File: src/rtl/uart_pkg.sv
// uart_pkg: shared definitions for the UART transmit path.
//   UART_DATA_W  - default byte width used by the FIFO and the transmitter side
//   tx_state_e   - encoding of the transmit issue FSM
//   uart_cnt_w() - width of a FIFO pointer / occupancy count for a given depth
package uart_pkg;

  localparam int UART_DATA_W = 8;

  typedef enum logic [1:0] {
    IDLE      = 2'd0,
    START     = 2'd1,
    WAIT_BUSY = 2'd2,
    WAIT_DONE = 2'd3
  } tx_state_e;

  // One extra bit over the address width lets full and empty be told apart
  // when the address bits of the two pointers are equal.
  function automatic int uart_cnt_w(input int depth);
    return $clog2(depth) + 1;
  endfunction

endpackage

File: src/rtl/uart_sync_fifo.sv
// uart_sync_fifo: single-clock FIFO (storage, pointers, flags).
//   clk, rst         - rising-edge clock, synchronous active-high reset
//   push, push_data  - write request; ignored while full
//   pop, pop_data    - read request; pop_data shows the head entry (ignored while empty)
//   full, empty      - occupancy flags, derived from the pointer compare
//   level            - occupancy count (only with UART_TX_FIFO_LEVEL_EN defined)
// DEPTH must be a power of two, at least 2.
module uart_sync_fifo
  import uart_pkg::*;
#(
  parameter int DEPTH  = 16,
  parameter int DATA_W = UART_DATA_W
) (
  input  logic              clk,
  input  logic              rst,
  input  logic              push,
  input  logic [DATA_W-1:0] push_data,
  input  logic              pop,
  output logic [DATA_W-1:0] pop_data,
  output logic              full,
  output logic              empty
`ifdef UART_TX_FIFO_LEVEL_EN
 ,output logic [$clog2(DEPTH):0] level
`endif
);

  localparam int AW = $clog2(DEPTH);
  localparam int PW = uart_cnt_w(DEPTH);

  logic [DATA_W-1:0] mem [DEPTH];
  logic [PW-1:0]     wr_ptr;
  logic [PW-1:0]     rd_ptr;
  logic              push_ok;
  logic              pop_ok;

  // A push against a full FIFO is dropped even when a pop frees a slot in
  // the same cycle; the caller reports it as an overflow.
  assign push_ok = push && !full;
  assign pop_ok  = pop && !empty;

  // Pointers run modulo 2*DEPTH: equal addresses with differing MSBs is full.
  assign empty = (wr_ptr == rd_ptr);
  assign full  = (wr_ptr[AW] != rd_ptr[AW]) &&
                 (wr_ptr[AW-1:0] == rd_ptr[AW-1:0]);

  assign pop_data = mem[rd_ptr[AW-1:0]];

`ifdef UART_TX_FIFO_LEVEL_EN
  assign level = wr_ptr - rd_ptr;
`endif

  always_ff @(posedge clk) begin
    if (rst) begin
      wr_ptr <= '0;
      rd_ptr <= '0;
    end else begin
      if (push_ok) wr_ptr <= wr_ptr + 1'b1;
      if (pop_ok)  rd_ptr <= rd_ptr + 1'b1;
    end
  end

  // Storage needs no reset: entries are only visible between the pointers.
  always_ff @(posedge clk) begin
    if (push_ok) mem[wr_ptr[AW-1:0]] <= push_data;
  end

endmodule

File: src/rtl/uart_tx_fifo.sv
// uart_tx_fifo: host-side byte FIFO feeding a UART transmitter.
//   clk, rst          - rising-edge clock, synchronous active-high reset
//   wr_en, wr_data    - host write, one byte per cycle
//   full, empty       - FIFO occupancy flags
//   overflow          - one-cycle pulse the cycle after a write was dropped
//   tx_start, tx_data - start pulse and byte to the transmitter; tx_data is
//                       held until the next byte is issued
//   tx_busy           - transmitter busy flag
//   level             - occupancy count, present only when the macro
//                       UART_TX_FIFO_LEVEL_EN is defined
// Issue handshake: IDLE pops the head when the FIFO has data and the
// transmitter is idle, START pulses tx_start, then the FSM waits for tx_busy
// to rise and fall before looking at the FIFO again.
module uart_tx_fifo
  import uart_pkg::*;
#(
  parameter int DEPTH  = 16,
  parameter int DATA_W = UART_DATA_W
) (
  input  logic              clk,
  input  logic              rst,
  input  logic              wr_en,
  input  logic [DATA_W-1:0] wr_data,
  output logic              full,
  output logic              empty,
  output logic              overflow,
  output logic              tx_start,
  output logic [DATA_W-1:0] tx_data,
  input  logic              tx_busy
`ifdef UART_TX_FIFO_LEVEL_EN
 ,output logic [$clog2(DEPTH):0] level
`endif
);

  tx_state_e         state_q;
  tx_state_e         state_d;
  logic              pop;
  logic [DATA_W-1:0] pop_data;

  uart_sync_fifo #(
    .DEPTH  (DEPTH),
    .DATA_W (DATA_W)
  ) u_fifo (
    .clk       (clk),
    .rst       (rst),
    .push      (wr_en),
    .push_data (wr_data),
    .pop       (pop),
    .pop_data  (pop_data),
    .full      (full),
    .empty     (empty)
`ifdef UART_TX_FIFO_LEVEL_EN
   ,.level     (level)
`endif
  );

  // State register
  always_ff @(posedge clk) begin
    if (rst) state_q <= IDLE;
    else     state_q <= state_d;
  end

  // Next state
  always_comb begin
    state_d = state_q;
    case (state_q)
      IDLE:      if (!empty && !tx_busy) state_d = START;
      START:     state_d = WAIT_BUSY;
      WAIT_BUSY: if (tx_busy)  state_d = WAIT_DONE;
      WAIT_DONE: if (!tx_busy) state_d = IDLE;
      default:   state_d = IDLE;
    endcase
  end

  // Outputs: the pop happens on the IDLE->START edge so tx_data is already
  // loaded while tx_start is high.
  always_comb begin
    pop      = 1'b0;
    tx_start = 1'b0;
    case (state_q)
      IDLE:    pop      = !empty && !tx_busy;
      START:   tx_start = 1'b1;
      default: ;
    endcase
  end

  always_ff @(posedge clk) begin
    if (rst)      tx_data <= '0;
    else if (pop) tx_data <= pop_data;
  end

  // full is the pre-edge flag, so a write that races a pop on a full FIFO
  // is still reported as dropped.
  always_ff @(posedge clk) begin
    if (rst) overflow <= 1'b0;
    else     overflow <= wr_en && full;
  end

endmodule

File: config.mk
export PLATFORM = sky130hd
export DESIGN_NAME = uart_tx_fifo
export DESIGN_NICKNAME = d
export VERILOG_FILES = /design/src/rtl/uart_pkg.sv /design/src/rtl/uart_sync_fifo.sv /design/src/rtl/uart_tx_fifo.sv
export SDC_FILE = /design/constraint.sdc
export NUM_CORES = 1
export LEC_CHECK = 0
export ABC_CLOCK_PERIOD_IN_PS = 1900
export CORE_ASPECT_RATIO = 1.75
export CORE_MARGIN = 4
export CORE_UTILIZATION = 54
export DETAILED_ROUTE_END_ITERATION = 12
export PLACE_DENSITY_LB_ADDON = 0.08
export SLEW_MARGIN = 10
export SYNTH_ARGS = -nofsm -noshare
export SYNTH_HDL_FRONTEND = slang
export SYNTH_SLANG_ARGS = --single-unit
File: constraint.sdc
create_clock -name clk -period 1.9 [get_ports clk]
set_input_delay 0.285 -clock clk [delete_from_list [all_inputs] [get_ports clk]]
set_output_delay 0.285 -clock clk [all_outputs]
set_load 0.03 [all_outputs]
==> flow_summary.ini <==
[timing]
rsz0062_at_grt = true
max_freq_mhz = 533.9
setup-violations-final = 0
hold_viol_final = 0
fin_crit_ns = 1.873
fin_skew_ns = 0.01006
slew-limit-headroom_pct = 58.01
tns_ns = 0
setup_ws_ns = 0.02694
worst_pin_slew_ns = 0.6278
period_share_pct = 98.58
slew_viol_final = 0

[detailed_routing]
vias = 3308
drc = 0
drt_first_pass_iters = 4
drt-total-wl_um = 12270
ant_nets = 0
viasPerCell = 5.865
wl_per_cell_um = 21.75
drt-initial-drc-count = 150

[power_and_ir_drop]
powerDensity_nw_per_um2 = 1105
power_leakage_nw = 2.589
vdd_drop_max_mv = 0.9849

[global_routing]
grt_pass1_vias = 3333
grt_usage_pct = 20.05
antenna_found_initial = 0
grt_max_degree = 50
grt_remaining_overflow = 0
grt_pass1_wl_um = 18730

[worst_setup_path]
r2r-end = tx_data[4]
crit_required_ns = 2.20
ff2ff_path_depth = 5
crit_type = flop to flop
critPathLaunchType = flop
cp.arrival_ns = 2.18
worstSetupStartpoint = u_fifo.rd_ptr[1]
cp_max_fo = 17
reg2reg_from = u_fifo.rd_ptr[1]
r2r_setup_slack_ns = 0.03
endpoint_kind = flop

[logic_synthesis]
syn_nets = 377
synth_seq_cells = 149
synth_cell_types = 37
synthesis.area_um2 = 6130
syn-instance-count = 355
yosysSeqAreaShare_pct = 69.57
yosysWarnings = 0
syn_area_per_cell_um2 = 17.27

[layout]
antenna_cells = 0
final_nets = 441
area_growth_syn_to_layout_pct = 23.78
fin_cells = 564
drive_gt1_share_pct = 28.70
n_fill_cell = 773

[place]
numPortBuffers = 23
post-place-cells = 528
gp_congestion = 0.7801
dp_hpwl_um = 8346
dp_slack_ns = -0.1305

[clock_tree]
clk_latency_ns = 0.42
cts.clk_slew.worst_paths_ns = 0.07
ctsHoldBuffers = 0
cts_sinks = 149
clock_path_buffers = 2
clockRootBuffer = clkbuf_16
cts_tree = done
htree_levels = 4
cts_buffers = 17

[min_path]
hold_end = tx_data[4]
holdPathStages = 2
hold_path_class = flop to flop
holdCritStartpoint = tx_data[4]

[die]
core_um2 = 11100
die_area_um2 = 13190
rows = 51
start_util_pct = 55.21
die_y_um = 148.9
io_pins = 24
die_w_um = 88.54

[outcome]
status = complete, no violations

[flow_run]
drv_cap = 0
[state kept, by name, indices dropped and copies added (netlist names)]
signal / flops
tx_data: 8
u_fifo.mem: 128
u_fifo.wr_ptr: 5
u_fifo.rd_ptr: 5
overflow: 1
state_q: 2
[cells in the final DEF, fill, tap and decap left out, types with 4 or more instances in the layout]
cell / n
edfxtp_1: 128
buf_4: 26
nor2_1: 25
clkbuf_16: 20
clkdlybuf4s50_1: 20
mux2_2: 18
a211oi_1: 17
dfxtp_1: 15
mux4_1: 14
nor2b_1: 13
buf_12: 13
and3_1: 12
a21oi_1: 10
mux4_2: 10
ha_1: 10
o22ai_1: 8
nor3_1: 7
xnor2_1: 5
inv_6: 5
inv_1: 4
dfxtp_2: 4
[layout make-up]
| type | count | area (µm²) | share of cell area, % |
|---|---|---|---|
| clock inverters | 12 | 106.4 | 1.402 |
| clock buffers | 20 | 479.2 | 6.316 |
| multi-input cells | 181 | 1779 | 23.45 |
| well taps | 132 | 165.2 | 2.177 |
| inverters | 4 | 15.01 | 0.1979 |
| repair buffers | 66 | 765.7 | 10.09 |
| flip-flops and latches | 149 | 4277 | 56.37 |
[critical path, stage by stage, from the launching register on]
cell,delay [ns]
dfxtp_4,0.39
buf_12,0.17
mux4_1,0.58
mux2_2,0.27
a21oi_1,0.23
a211oi_1,0.10
[metal layers]
| metal | global-route usage (%) | share of wire (%) | up-vias |
|---|---|---|---|
| li1 | - | - | 1541 |
| met1 | 23.11 | 37 | 1678 |
| met2 | 35.08 | 57 | 68 |
| met3 | 5.362 | 3.4 | 21 |
| met4 | 7.489 | 2.0 | 0 |
| met5 | 0 | 0 | - |
[worst max-delay path by stage]
stage | end | depth (start not counted)
floorplan | u_fifo.mem[0][0] | 6
global placement | tx_data[0] | 5
detailed placement | u_fifo.mem[7][3] | 4
CTS | empty | 5
global route | empty | 5
finish | tx_data[4] | 5
[power breakdown]
part / switching (W) / internal, W / total, W
sequential: 0.0000781 / 0.00367 / 0.00375
combinational: 0.000763 / 0.000627 / 0.00139
clock: 0.00137 / 0.00187 / 0.00324
[synth_stat cells]
cell      count  area, µm²
nand3_1       1      5.000
and4_1        1      8.760
buf_12        1      20.02
xnor2_1       9      78.83
a21boi_2      1      11.26
buf_4         1      7.510
o22ai_1       8      50.05
nand4_1       3      18.77
buf_6         2      22.52
nor2_1       26      97.59
dfxtp_1      21      420.4
edfxtp_1    128       3844
ha_1         10      125.1
mux2i_1       3      30.03
nand2b_1      2      12.51
inv_1         4      15.01
nor2b_1      15      93.84
mux4_1       14      367.9
and4_4        1      11.26
a21boi_1      1      7.510
and3_1       12      75.07
nor4b_1       1      8.760
clkbuf_8      1      13.76
xor2_1        2      17.52
clkbuf_1      5      18.77
and2_1        1      6.260
o211ai_1      1      7.510
buf_2        10      50.05
a21oi_1      12      60.06
a31o_2        1      8.760
mux4_2       10      225.2
nor3_1        9      45.04
mux2_2       18      202.7
clkbuf_2      1      5.000
nand2_1       1      3.750
a211oi_1     17      127.6
a31oi_1       1      6.260
[per-stage QoR]
stage	instance area (µm²)	hold slack [ns]	util (%)	total power (W)
finish	7587	0.4979	68.33	0.008385
global route	7587	0.5207	68.33	0.008742
CTS	7456	0.5027	67.15	0.008422
detailed placement	6857	0.4932	61.75	0.005183
global placement	6857	0.4889	61.75	0.005157
floorplan	6135	0.3839	-	0.004685
[cell families after synthesis]
kind of cell    Yosys count  share of synthesized area, %
compound gates           42                         4.552
xor+xnor                 11                         1.572
fa+ha+maj                10                         2.041
buf+inv                  25                         2.490
flops                   149                         69.57
mux                      45                         13.47
simple gates             73                         6.307
[repair_timing]
action / CTS / global route
gates cloned: 0 / 1
pin swaps: 0 / 5
gates resized for setup: 6 / 19
endpoints found under the setup margin: 17 / 121
setup buffers: 0 / 3
(Power assumes the default switching activity.)
